==> config.mk <==
export PLATFORM = sky130hd
export DESIGN_NAME = prim_sum_window
export DESIGN_NICKNAME = d
export VERILOG_FILES = /design/src/rtl/prim_sum_window_pkg.sv /design/src/rtl/prim_sat_add.sv /design/src/rtl/prim_sum_window.sv
export SDC_FILE = /design/constraint.sdc
export NUM_CORES = 1
export LEC_CHECK = 0
export ABC_AREA = 0
export CORE_MARGIN = 8
export CORE_UTILIZATION = 50
export DETAILED_ROUTE_END_ITERATION = 10
export GPL_TIMING_DRIVEN = 1
export PLACE_DENSITY = 0.75
export SKIP_CTS_REPAIR_TIMING = 1
export SKIP_LAST_GASP = 1
export SYNTH_ARGS = -nofsm -noshare
export SYNTH_HDL_FRONTEND = slang
export SYNTH_HIERARCHICAL = 1
export SYNTH_SLANG_ARGS = --single-unit
==> constraint.sdc <==
create_clock -name clk_i -period 8 [get_ports clk_i]
set_input_delay 2 -clock clk_i [delete_from_list [all_inputs] [get_ports clk_i]]
set_output_delay 2 -clock clk_i [all_outputs]
set_load 0.005 [all_outputs]
==> src/rtl/prim_sum_window_pkg.sv <==
// Shared types and helpers for the windowed sum accumulator.
// State encoding and saturating-add sizing live here.
package prim_sum_window_pkg;

  typedef enum logic {
    IDLE  = 1'b0,
    ACCUM = 1'b1
  } state_e;

  // Width needed to hold a + b without loss.
  function automatic int sat_add_width(int a, int b);
    return ((a > b) ? a : b) + 1;
  endfunction

endpackage

==> src/rtl/prim_sat_add.sv <==
// Saturating adder: AccWidth + zero-extended Width -> AccWidth.
// Clamps at all-ones and flags the clamp.
module prim_sat_add
  import prim_sum_window_pkg::*;
#(
  parameter int Width    = 8,
  parameter int AccWidth = 16
) (
  input  logic [AccWidth-1:0] a,
  input  logic [Width-1:0]    b,
  output logic [AccWidth-1:0] sum,
  output logic                ovf
);

  localparam int SumW = sat_add_width(AccWidth, Width);

  logic [SumW-1:0] full;

  // Full-width add, then clamp on any carry beyond AccWidth.
  always_comb begin
    full = SumW'(a) + SumW'(b);
    ovf  = |full[SumW-1:AccWidth];
    sum  = ovf ? '1 : full[AccWidth-1:0];
  end

endmodule

==> src/rtl/prim_sum_window.sv <==
// Windowed saturating accumulator of per-cycle tree sums.
// Emits total, valid count and threshold flag per window.
module prim_sum_window
  import prim_sum_window_pkg::*;
#(
  parameter int Width    = 8,
  parameter int AccWidth = 16,
  parameter int CntWidth = 8
) (
  input  logic                clk_i,
  input  logic                rst_i,
  input  logic [Width-1:0]    sum_value_i,
  input  logic                sum_valid_i,
  input  logic                en_i,
  input  logic                clear_i,
  input  logic [CntWidth-1:0] window_len_i,
  input  logic [AccWidth-1:0] threshold_i,
  output logic [AccWidth-1:0] result_o,
  output logic [CntWidth-1:0] nvalid_o,
  output logic                sat_o,
  output logic                over_thresh_o,
  output logic                result_valid_o,
  input  logic                result_ready_i,
  output logic                drop_o
);

  state_e state_q, state_d;

  logic [CntWidth-1:0] len_q;
  logic [CntWidth-1:0] cnt_q;
  logic [AccWidth-1:0] acc_q;
  logic [CntWidth-1:0] nv_q;
  logic                sat_q;

  logic [AccWidth-1:0] res_q;
  logic [CntWidth-1:0] nvalid_q;
  logic                res_sat_q;
  logic                over_q;
  logic                rvalid_q;
  logic                drop_q;

  logic [Width-1:0]    add_val;
  logic [AccWidth-1:0] acc_next;
  logic                add_ovf;
  logic [CntWidth-1:0] nv_next;
  logic                sat_next;
  logic [CntWidth-1:0] len_eff;
  logic                start;
  logic                win_end;
  logic                pop;
  logic                load;

  assign add_val = sum_valid_i ? sum_value_i : '0;

  prim_sat_add #(
    .Width    (Width),
    .AccWidth (AccWidth)
  ) u_add (
    .a   (acc_q),
    .b   (add_val),
    .sum (acc_next),
    .ovf (add_ovf)
  );

  // Per-cycle sample bookkeeping and control decode.
  always_comb begin
    nv_next  = nv_q;
    if (sum_valid_i && (nv_q != '1)) begin
      nv_next = nv_q + CntWidth'(1);
    end
    sat_next = sat_q | (sum_valid_i & add_ovf);
    len_eff  = (window_len_i == '0) ? CntWidth'(1)
                                    : window_len_i;
    pop      = rvalid_q & result_ready_i;
    load     = ~rvalid_q | result_ready_i;
  end

  // Next-state logic; clear always forces IDLE.
  always_comb begin
    state_d = state_q;
    start   = 1'b0;
    win_end = 1'b0;
    unique case (state_q)
      IDLE: begin
        if (en_i) begin
          state_d = ACCUM;
          start   = 1'b1;
        end
      end
      ACCUM: begin
        if (cnt_q == len_q - CntWidth'(1)) begin
          win_end = 1'b1;
          state_d = en_i ? ACCUM : IDLE;
        end
      end
      default: state_d = IDLE;
    endcase
    if (clear_i) begin
      state_d = IDLE;
      start   = 1'b0;
      win_end = 1'b0;
    end
  end

  // State register.
  always_ff @(posedge clk_i) begin
    if (rst_i) begin
      state_q <= IDLE;
    end else begin
      state_q <= state_d;
    end
  end

  // Window counters, accumulator and output slot.
  always_ff @(posedge clk_i) begin
    if (rst_i || clear_i) begin
      len_q     <= '0;
      cnt_q     <= '0;
      acc_q     <= '0;
      nv_q      <= '0;
      sat_q     <= 1'b0;
      res_q     <= '0;
      nvalid_q  <= '0;
      res_sat_q <= 1'b0;
      over_q    <= 1'b0;
      rvalid_q  <= 1'b0;
      drop_q    <= 1'b0;
    end else begin
      drop_q <= 1'b0;
      if (pop) begin
        rvalid_q <= 1'b0;
      end
      if (start) begin
        len_q <= len_eff;
        cnt_q <= '0;
        acc_q <= '0;
        nv_q  <= '0;
        sat_q <= 1'b0;
      end
      if (state_q == ACCUM) begin
        if (win_end) begin
          cnt_q <= '0;
          acc_q <= '0;
          nv_q  <= '0;
          sat_q <= 1'b0;
          if (en_i) begin
            len_q <= len_eff;
          end
          if (load) begin
            res_q     <= acc_next;
            nvalid_q  <= nv_next;
            res_sat_q <= sat_next;
            over_q    <= (acc_next >= threshold_i);
            rvalid_q  <= 1'b1;
          end else begin
            drop_q <= 1'b1;
          end
        end else begin
          cnt_q <= cnt_q + CntWidth'(1);
          acc_q <= acc_next;
          nv_q  <= nv_next;
          sat_q <= sat_next;
        end
      end
    end
  end

  assign result_o       = res_q;
  assign nvalid_o       = nvalid_q;
  assign sat_o          = res_sat_q;
  assign over_thresh_o  = over_q;
  assign result_valid_o = rvalid_q;
  assign drop_o         = drop_q;

endmodule

# == After elaboration in Yosys (flattened, before gate mapping) ==
# Cells that the tools add are included.
# W data, S select, Z words.
# word_totals
output_inout_bits,28
regBits,70
wordCells,65
inputBits,38
# op_classes
order_cmp,1
n_bitwise,7
muxes,32
addsub,4
reduce_logical,7
eq_ne,2
# ops
op,count
$mux W8,12
$mux W16,4
$add A16 B8 Y17,1
$add A8 B1 Y8 const B,2
$ge A16 B16 Y1,1
$mux W1,15
$eq A8 B8 Y1,1
$logic_not A8 Y1,1
$ne A8 B8 Y1 const B,1
$sub A8 B1 Y8 const B,1
$not A1 Y1,3
$reduce_and A3 Y1,1
$reduce_or A3 Y1,1
$and A1 B1 Y1,2
$or A1 B1 Y1,2
$pmux W1 S2,1
$reduce_bool A2 Y1,1
$reduce_or A2 Y1,1
$logic_and A1 B1 Y1,1
$logic_or A1 B1 Y1,1

# == Longest topological paths before layout ==
# Gate-level depths: netlist of the first run.
# depth
ltp_word,7
ltp_mapped,19
depth_no_buf,17

# == Hierarchy ==
# Netlist of the first run, hierarchy kept.
# by_module_without_submodules
module,seq_area_each_um2,n_inst,area_each_um2,cells_each
prim_sum_window,1401.3,1,3483.3,396
prim_sat_add,0.0,1,679.4,91

# == Worst setup path after synthesis of the first run ==
# Ideal clock, no wire load.
# synth_path
path_kind,input to register
start,input port sum_valid_i
end,register over_q (netlist: over_thresh_o)
setup_time_ns,0.116
arrival_ns,5.134
path_stages,17
setup_slack_ns,2.750
cell_sequence,clkbuf_1 and2_1 ha_1 fa_1 a211o_1 a31oi_4 o22a_4 o21ai_1 mux2_4 ha_1 a21oi_1 nor2_1 a211oi_1 nand2_1 o21ai_0 a211oi_1 a31o_2
# synth_between
elab_chain_len,4
# synth_lines
item,line,source
from (decl),prim_sum_window.sv:13,"input logic sum_valid_i,"
$mux W8,prim_sum_window.sv:53,assign add_val = sum_valid_i ? sum_value_i : '0;
net add_val[0],prim_sum_window.sv:42,logic [Width-1:0] add_val;
$add A16 B8 Y17,prim_sat_add.sv:21,full = SumW'(a) + SumW'(b);
$mux W16,prim_sat_add.sv:23,sum = ovf ? '1 : full[AccWidth-1:0];
net acc_next[9],prim_sum_window.sv:43,logic [AccWidth-1:0] acc_next;
$ge A16 B16 Y1,prim_sum_window.sv:153,over_q <= (acc_next >= threshold_i);
to (signal assigned),prim_sum_window.sv:153,
to (decl),prim_sum_window.sv:38,logic over_q;
# The timed path passes the listed nets, and every way through them passes these cells.
# A chain may end at the register's enable or synchronous reset.

# == Final worst setup path of the first run ==
# Same ends and word-level chain as after synthesis.

==> impl_results.md, run 1 <==
* Yosys cell types at 65
* Slew @ Worst Pin at 1.130 ns
* RSZ-0062 raised after global routing: false
* Fin. Hold Viols at 0
* Critical Path Most Common Cell: nand2b_1
* Vias per inst at 5.723
* Routed WL per cell at 16.11 microns
* # clock sinks at 70
* Die ar. at 11500 sq um
* Dpl cell area at 4841 sq um
* Post-synthesis sequential area ratio at 33.66%
* CP peak stage delay at 0.61 ns
* Max-capacitance violation count at 0
* Port bufs at 65
* Finished Cell Area at 5027 sq um
* Share of layout cells above drive strength 1 at 7.706%
* Crit path launch type: primary input
* Max VDD drop at 86.47 uV
* Area occupied by multi-input gates at 2545 sq um
* CTS clk-pin slew, worst paths at 0.08 ns
* H-tree depth at 3
* DRT Pass-1 Iters at 4
* Clk_lat worst skew at 0.35 ns
* Synth Register Bits at 70
* FF+latch area at 1401 sq um
* Crit-path cells: clkdlybuf4s50_1, and2_1, ha_1, fa_1, a211o_1, a31oi_4, o22ai_2, nand2b_1, nand2b_1, inv_1, ha_1, nand2b_1, a21o_1, nand3_1, a31oi_1, o21ai_0, a211oi_1, a31o_2
* Slew margin rel. at 24.46%
* Die X at 107.2 microns
* Rows at 33
* First-pass GRT wire length at 17.55 mm
* Layout Nets at 606
* Crit path max fanout at 12
* Most used DFF post-synth: dfxtp_1
* Post-DRT Antenna Nets at 0
* Synthesized cell area at 4163 sq um
* Syn Nets at 553
* Fill cells at 712
* Syn_area_per_cell at 8.548 sq um
* Fin crit period at 5.893 ns
* Critical path endpoint category: flip-flop
* Core area at 8134 sq um
* Vias in the first global route at 3666
* Setup WS post-layout at 2.107 ns
* Crit Path Class: in2reg
* Vias at 3720
* DP Worst Slack at 1.776 ns
* Crit share post-route at 73.66%
* Met3 Routed Length at 511 microns
* Highest metal used: met4
* HPWL Detailed at 7.514 mm
* FMAX at 169.7 MHz
* Routed wire length at 10.47 mm
* Root buffer cell: clkbuf_8
* Area Overhead vs Synth at 20.77%
* Gate Count Post-Synth at 487
* Initial Util at 51.18%
* CTS buffer count at 9
* Final TNS setup at 0 ns
* Met2 WL at 4.974 mm
* CTS Buffer Depth at 2
* GPL Wtd Cong at 0.8426
* Critical Path Slowest Stage Cell: clkdlybuf4s50_1
* Crit path DAT at 6.13 ns
* Metal1 wirelength at 4.747 mm
* Hold_ws at 0.4692 ns
* Antenna violations before repair at 0
* N_diodes at 0
* DR iter-0 viols at 143
* Largest net degree at the start of global routing at 53
* Slew Viols, Final at 0
* Static leakage at 1.999 nW
* Ys async rst share at 0%
* CP required at 8.24 ns
* Power per cell area at 138.6 nW/um^2
* Io pins at 66
* Setup violations, final at 0
* Total Power at 0.6967 mW
* Hold WC Path Type: reg2reg
* EDFF count, synth at 0
* Tot GR Track Use at 18.61%
* Status: completed
* Post-route DRC at 0
* Synthesis Warnings at 6
* Die Y at 107.2 microns
* Total congestion overflow at 0
* Clk_skew at 0.01284 ns
* CTS tree: built
==> routing by layer <==
metal	up-vias	global-route usage [%]
li1	1874	-
met1	1745	22.13
met2	86	31.24
met3	15	3.659
met4	0	9.246
met5	-	0
==> power by group <==
part,leakage (nW),internal (mW),total [mW],switching (mW)
clock,0.0954,0.137,0.270,0.133
sequential,0.564,0.350,0.353,0.00268
combinational,1.34,0.0361,0.0743,0.0383
total,2.00,0.523,0.697,0.174
==> sequential cells by signal, summed over array words and instances, names as in the netlist <==
name            count
result_o           16
cnt_q               8
acc_q              16
state_q             1
nv_q                8
sat_o               1
sat_q               1
result_valid_o      1
over_thresh_o       1
len_q               8
nvalid_o            8
drop_o              1
==> metrics by stage <==
step	std cells	util [%]
floorplan	487	-
global placement	634	59.51
detailed placement	634	59.51
CTS	650	61.81
global route	650	61.81
finish	650	61.81
==> area by class of cell <==
type                    instances  area share [%]
inverters                      24           1.792
flip-flops and latches         70           27.87
well taps                     105           2.613
clock buffers                  13           3.360
repair buffers                 68           13.39
multi-input cells             367           50.62
clock inverters                 3          0.3484
==> worst max-delay path: cells and delay by family <==
family          cells  cell delay (ns)
buf+inv             2             0.72
compound gates      8             1.59
fa+ha+maj           3             0.85
simple gates        5             0.96
==> synth_stat cells (2+ instances only) <==
cell type	n	share of area (%)
o2bb2ai_1	3	0.63
o21ai_0	27	3.2
xor2_1	11	2.3
nand2_1	44	4.0
xnor2_1	9	1.9
and2_1	11	1.7
dfxtp_1	70	34
a211oi_1	4	0.72
nand4_1	7	1.1
clkbuf_1	13	1.2
or3_1	3	0.45
buf_1	2	0.18
inv_1	23	2.1
buf_4	4	0.72
a21oi_1	28	3.4
o21ai_1	3	0.36
o21a_1	2	0.36
mux2i_1	10	2.4
or2b_1	3	0.54
mux2_2	4	1.1
and3_1	8	1.2
a22o_1	19	4.0
a21o_1	4	0.72
buf_2	3	0.36
o211ai_1	3	0.54
a31oi_1	14	2.1
nand4b_1	2	0.42
o211a_1	2	0.48
o31ai_1	7	1.3
nor2b_1	5	0.75
buf_6	4	1.1
a21o_2	2	0.42
nand2b_1	10	1.5
nor3_1	7	0.84
nand3_1	38	4.6
ha_1	27	8.1
nand3b_1	3	0.54
nor4_1	2	0.30
nor2_1	20	1.8
==> cell families (layout without fill, tap and decap cells) <==
logic type,count (synthesis),in the layout,synth area share (%)
and+or+nand+nor,170,170,21.46
AOI/OAI and AO/OA,134,134,22.54
DFF,70,70,33.66
buffers and inverters,50,108,5.681
adders and majority gates,28,28,8.596
xor gates and xnor gates,20,20,4.208
muxes,15,15,3.847
==> final timing paths <==
path,from,cells after the start,endpoint,slack [ns]
max reg2reg,acc_q[0]$_SDFFE_PP0P_,16,over_thresh_o$_SDFFE_PP0P_,4.29
max,sum_valid_i,18,over_thresh_o$_SDFFE_PP0P_,2.11
min,nvalid_o[5]$_SDFFE_PP0P_,2,nvalid_o[5]$_SDFFE_PP0P_,0.47
min reg2reg,nvalid_o[5]$_SDFFE_PP0P_,2,nvalid_o[5]$_SDFFE_PP0P_,0.47
==> cells in the final DEF, fill, tap and decap left out, types with 12 or more instances in the layout <==
cell,count
a22o_1,19
clkbuf_8,12
nand2_1,44
o21ai_0,27
ha_1,27
inv_1,23
a31oi_1,14
dfxtp_1,70
nand3_1,38
nor2_1,19
a21oi_1,28
clkdlybuf4s50_1,65
(Power assumes the default switching activity.)
==> run 2: changes to the inputs <==
Settings changed: CORE_UTILIZATION 50 to 49, PLACE_DENSITY 0.75 to 0.77.
Clock period 8 ns to 4.76 ns, I/O delays scaled along.
==> impl_results.md, run 2 (same netlist as run 1, synthesis figures left out) <==
* R2r worst-path depth at 15
* Max VDD drop at 158.8 uV
* Finished Cell Area at 5244 sq um
* Vias per inst at 5.650
* Total Power at 1.153 mW
* Clk_lat worst skew at 0.35 ns
* Crit Path Class: in2reg
* DP Worst Slack at -0.1515 ns
* Routed WL per cell at 15.53 microns
* Worst hold stages at 2
* Slew @ Worst Pin at 0.8296 ns
* Static leakage at 2.148 nW
* FMAX at 221.0 MHz
* H-tree depth at 3
* HPWL Detailed at 7.747 mm
* Die ar. at 11700 sq um
* Post-route DRC at 0
* Tot GR Track Use at 18.49%
* Antenna violations before repair at 0
* Crit path max fanout at 8
* Status: completed
* GPL Wtd Cong at 0.8960
* DR iter-0 viols at 211
* Power per cell area at 219.9 nW/um^2
* # clock sinks at 70
* Slew Viols, Final at 0
* Clk_skew at 0.01271 ns
* DRT Pass-1 Iters at 4
* RSZ-0062 raised after global routing: false
* Area Overhead vs Synth at 25.97%
* Crit path DAT at 4.76 ns
* Share of layout cells above drive strength 1 at 12.70%
* Layout Nets at 637
* First-pass GRT wire length at 17.77 mm
* Rows at 33
* CTS Buffer Depth at 2
* Setup violations, final at 0
* Post-DRT Antenna Nets at 0
* Slew margin rel. at 44.51%
* Crit share post-route at 95.05%
* CP required at 5.00 ns
* Fill cells at 709
* CTS tree: built
* Fin crit period at 4.525 ns
* Routed wire length at 10.56 mm
* Vias in the first global route at 3843
* Die X at 108.2 microns
* CTS buffer count at 9
* Fin. Hold Viols at 0
* Total congestion overflow at 0
* Finished Core Util at 63.82%
* Hold WC Path Type: reg2reg
* Most common cell after layout, fill and taps aside: dfxtp_1
* Crit path launch type: primary input
* Root buffer cell: clkbuf_8
* Max-capacitance violation count at 0
* Critical path endpoint category: flip-flop
* Initial Util at 50.66%
* Largest net degree at the start of global routing at 51
* Die Y at 108.2 microns
* Most frequent cells in the layout: dfxtp_1, clkdlybuf4s50_1, nand2_1
* Dpl cell area at 5074 sq um
* N_diodes at 0
* Vias at 3842
* Io pins at 66
* Port bufs at 65
* Setup WS post-layout at 0.2355 ns
* Core area at 8217 sq um
* CTS clk-pin slew, worst paths at 0.08 ns
## run 2: worst max-delay path: stages
cell             delay, ns
clkdlybuf4s50_1       0.45
buf_4                 0.18
and2_1                0.16
fa_1                  0.41
a211o_1               0.35
a31oi_4               0.23
o22a_4                0.18
o21ai_1               0.06
mux2_4                0.27
ha_1                  0.30
a21oi_1               0.16
nor2_1                0.08
a211oi_2              0.17
nand2_1               0.07
o21ai_0               0.16
a211oi_1              0.10
a31o_2                0.23
## run 2: cell type report
cell class              count  area [sq um]  area share, %
clock buffers              11         141.4          2.696
clock inverters             4         23.77         0.4534
inverters                  24         90.09          1.718
multi-input cells         367          2550          48.63
flip-flops and latches     70          1401          26.72
well taps                 105         131.4          2.505
repair buffers             99         905.9          17.28
## run 2: final timing paths
| check | startpoint | endpoint | slack [ns] |
|---|---|---|---|
| hold / removal | nvalid_o[2]$_SDFFE_PP0P_ | nvalid_o[2]$_SDFFE_PP0P_ | 0.47 |
| setup / recovery | sum_valid_i | over_thresh_o$_SDFFE_PP0P_ | 0.24 |
| setup reg to reg | acc_q[0]$_SDFFE_PP0P_ | over_thresh_o$_SDFFE_PP0P_ | 1.37 |
| hold reg to reg | nvalid_o[2]$_SDFFE_PP0P_ | nvalid_o[2]$_SDFFE_PP0P_ | 0.47 |
## run 2: per-layer routing
metal  wire [microns]  up-vias  GRT usage [%]
met5                0        -              0
li1                 -     1933              -
met1             4970     1803          23.45
met2             4840       92          29.86
met3              589       14          4.581
met4              161        0          6.343
## run 2: per-stage QoR
| step | setup TNS (ns) | instances | hold WS [ns] |
|---|---|---|---|
| after floorplan | 0 | 487 | 0.4487 |
| after global placement | -0.07610 | 665 | 0.4556 |
| after detailed placement | -0.1515 | 665 | 0.4603 |
| after CTS | 0 | 680 | 0.4711 |
| after global routing | 0 | 680 | 0.4915 |
| final | 0 | 680 | 0.4677 |
## run 2: where the power goes
group / switching [mW] / total (mW) / internal, mW
combinational: 0.0670 / 0.137 / 0.0701
clock: 0.224 / 0.423 / 0.199
sequential: 0.00461 / 0.593 / 0.588
total: 0.296 / 1.15 / 0.857
==> run 3: changes to the inputs <==
Settings changed: CORE_UTILIZATION 49 to 50, PLACE_DENSITY 0.77 to 0.75.
Clock period 4.76 ns to 5.8 ns, I/O delays scaled along.
==> impl_results.md, run 3 (same netlist as run 1, synthesis figures left out) <==
* Crit path max fanout at 10
* Rows at 33
* CTS buffer count at 9
* Clk_lat worst skew at 0.35 ns
* Crit path launch type: primary input
* Port bufs at 65
* Clk_skew at 0.01038 ns
* Vias at 3756
* Die ar. at 11500 sq um
* Crit Path Class: in2reg
* Max-capacitance violation count at 0
* CTS tree: built
* RSZ-0062 raised after global routing: false
* Buf/Inv on CP at 2
* CP peak stage delay at 0.55 ns
* Critical path endpoint category: flip-flop
* Area Overhead vs Synth at 20.53%
* H-tree depth at 3
* Most common cell after layout, fill and taps aside: dfxtp_1
* Power per cell area at 186.0 nW/um^2
* Root buffer cell: clkbuf_8
* Slew margin rel. at 14.89%
* Total Power at 0.9331 mW
* Vias per inst at 5.787
* Hold WC Path Type: reg2reg
* Io pins at 66
* Routed wire length at 10.49 mm
* Core area at 8134 sq um
* Total congestion overflow at 0
* Slew @ Worst Pin at 1.273 ns
* CP required at 6.04 ns
* Post-Place Cells at 636
* Fin. Hold Viols at 0
* Post-DRT Antenna Nets at 0
* Antenna violations before repair at 0
* DR iter-0 viols at 223
* Critical path's top delay family: compound AO/OA/AOI/OAI gates
* Fin crit period at 5.246 ns
* Initial Util at 51.18%
* Status: completed
* CTS clk-pin slew, worst paths at 0.07 ns
* Layout Nets at 608
* Crit path DAT at 5.49 ns
* First-pass GRT wire length at 17.54 mm
* Critical Path Most Common Cell: nand2b_1
* Critical Path Slowest Stage Cell: clkdlybuf4s50_1
* Die X at 107.2 microns
* DRT Pass-1 Iters at 4
* # clock sinks at 70
* N_diodes at 0
* Static leakage at 2.001 nW
* FMAX at 190.6 MHz
* Slew Viols, Final at 0
* Tot GR Track Use at 18.56%
* Finished Cell Area at 5017 sq um
* GPL Wtd Cong at 0.8644
* Vias in the first global route at 3708
* Most frequent cells in the layout: dfxtp_1, clkdlybuf4s50_1, nand2_1
* Die Y at 107.2 microns
* Share of layout cells above drive strength 1 at 7.721%
* Finished Core Util at 61.68%
* Routed WL per cell at 16.16 microns
* Post-Layout Cell Count at 649
* Crit share post-route at 90.45%
* Post-route DRC at 0
* Largest net degree at the start of global routing at 31
* Setup violations, final at 0
* Max VDD drop at 88.44 uV
* HPWL Detailed at 7.715 mm
* CTS Buffer Depth at 2
* Final TNS setup at 0 ns
* Crit-path cells: clkdlybuf4s50_1, and2_1, ha_1, fa_1, a211o_1, a31oi_4, o22ai_2, nand2b_1, nand2b_1, inv_1, ha_1, nand2b_1, a21o_1, nand3_1, a31oi_1, o21ai_0, a211oi_1, a31o_2
* Dpl cell area at 4856 sq um
-- run 3: routing by layer --
metal / global-route usage (%) / share of wire, % / up-vias
met2: 30.80 / 47 / 93
met5: 0 / 0 / -
met3: 3.299 / 5.2 / 16
li1: - / - / 1867
met4: 8.342 / 1.8 / 0
met1: 22.88 / 46 / 1780
-- run 3: final cells by class --
| cell class | count | area (sq um) |
|---|---|---|
| fill | 714 | 3117 |
| clock buffer | 11 | 151.4 |
| sequential | 70 | 1401 |
| clock inverter | 2 | 10.01 |
| inverter | 24 | 90.09 |
| timing repair buffer | 70 | 688.2 |
| tap | 105 | 131.4 |
| multi-input combinational | 367 | 2545 |
-- run 3: through the flow --
stage / worst slack (ns) / hold WS, ns
floorplan: 1.100 / 0.4487
CTS: 0.6191 / 0.4685
global route: 0.3394 / 0.4892
detailed placement: 0.2879 / 0.4583
finish: 0.5536 / 0.4656
global placement: 0.3802 / 0.4559
-- run 3: final timing paths --
kind	start	endpoint	slack [ns]	cells after the start
max reg2reg	acc_q[0]$_SDFFE_PP0P_	over_thresh_o$_SDFFE_PP0P_	2.08	16
max	sum_valid_i	over_thresh_o$_SDFFE_PP0P_	0.55	18
min	nvalid_o[5]$_SDFFE_PP0P_	nvalid_o[5]$_SDFFE_PP0P_	0.47	2
min reg2reg	nvalid_o[5]$_SDFFE_PP0P_	nvalid_o[5]$_SDFFE_PP0P_	0.47	2
-- run 3: where the power goes --
part / switching, mW / internal, mW
Clock: 0.173 / 0.170
Sequential: 0.00366 / 0.483
Combinational: 0.0531 / 0.0507
-- run 3: tightest hold or removal path: cells and delay by family, from the launching register on --
kind               cells  cell delay, ns
DFF                    1            0.31
and+or+nand+nor        1            0.06
AOI/OAI and AO/OA      1            0.06
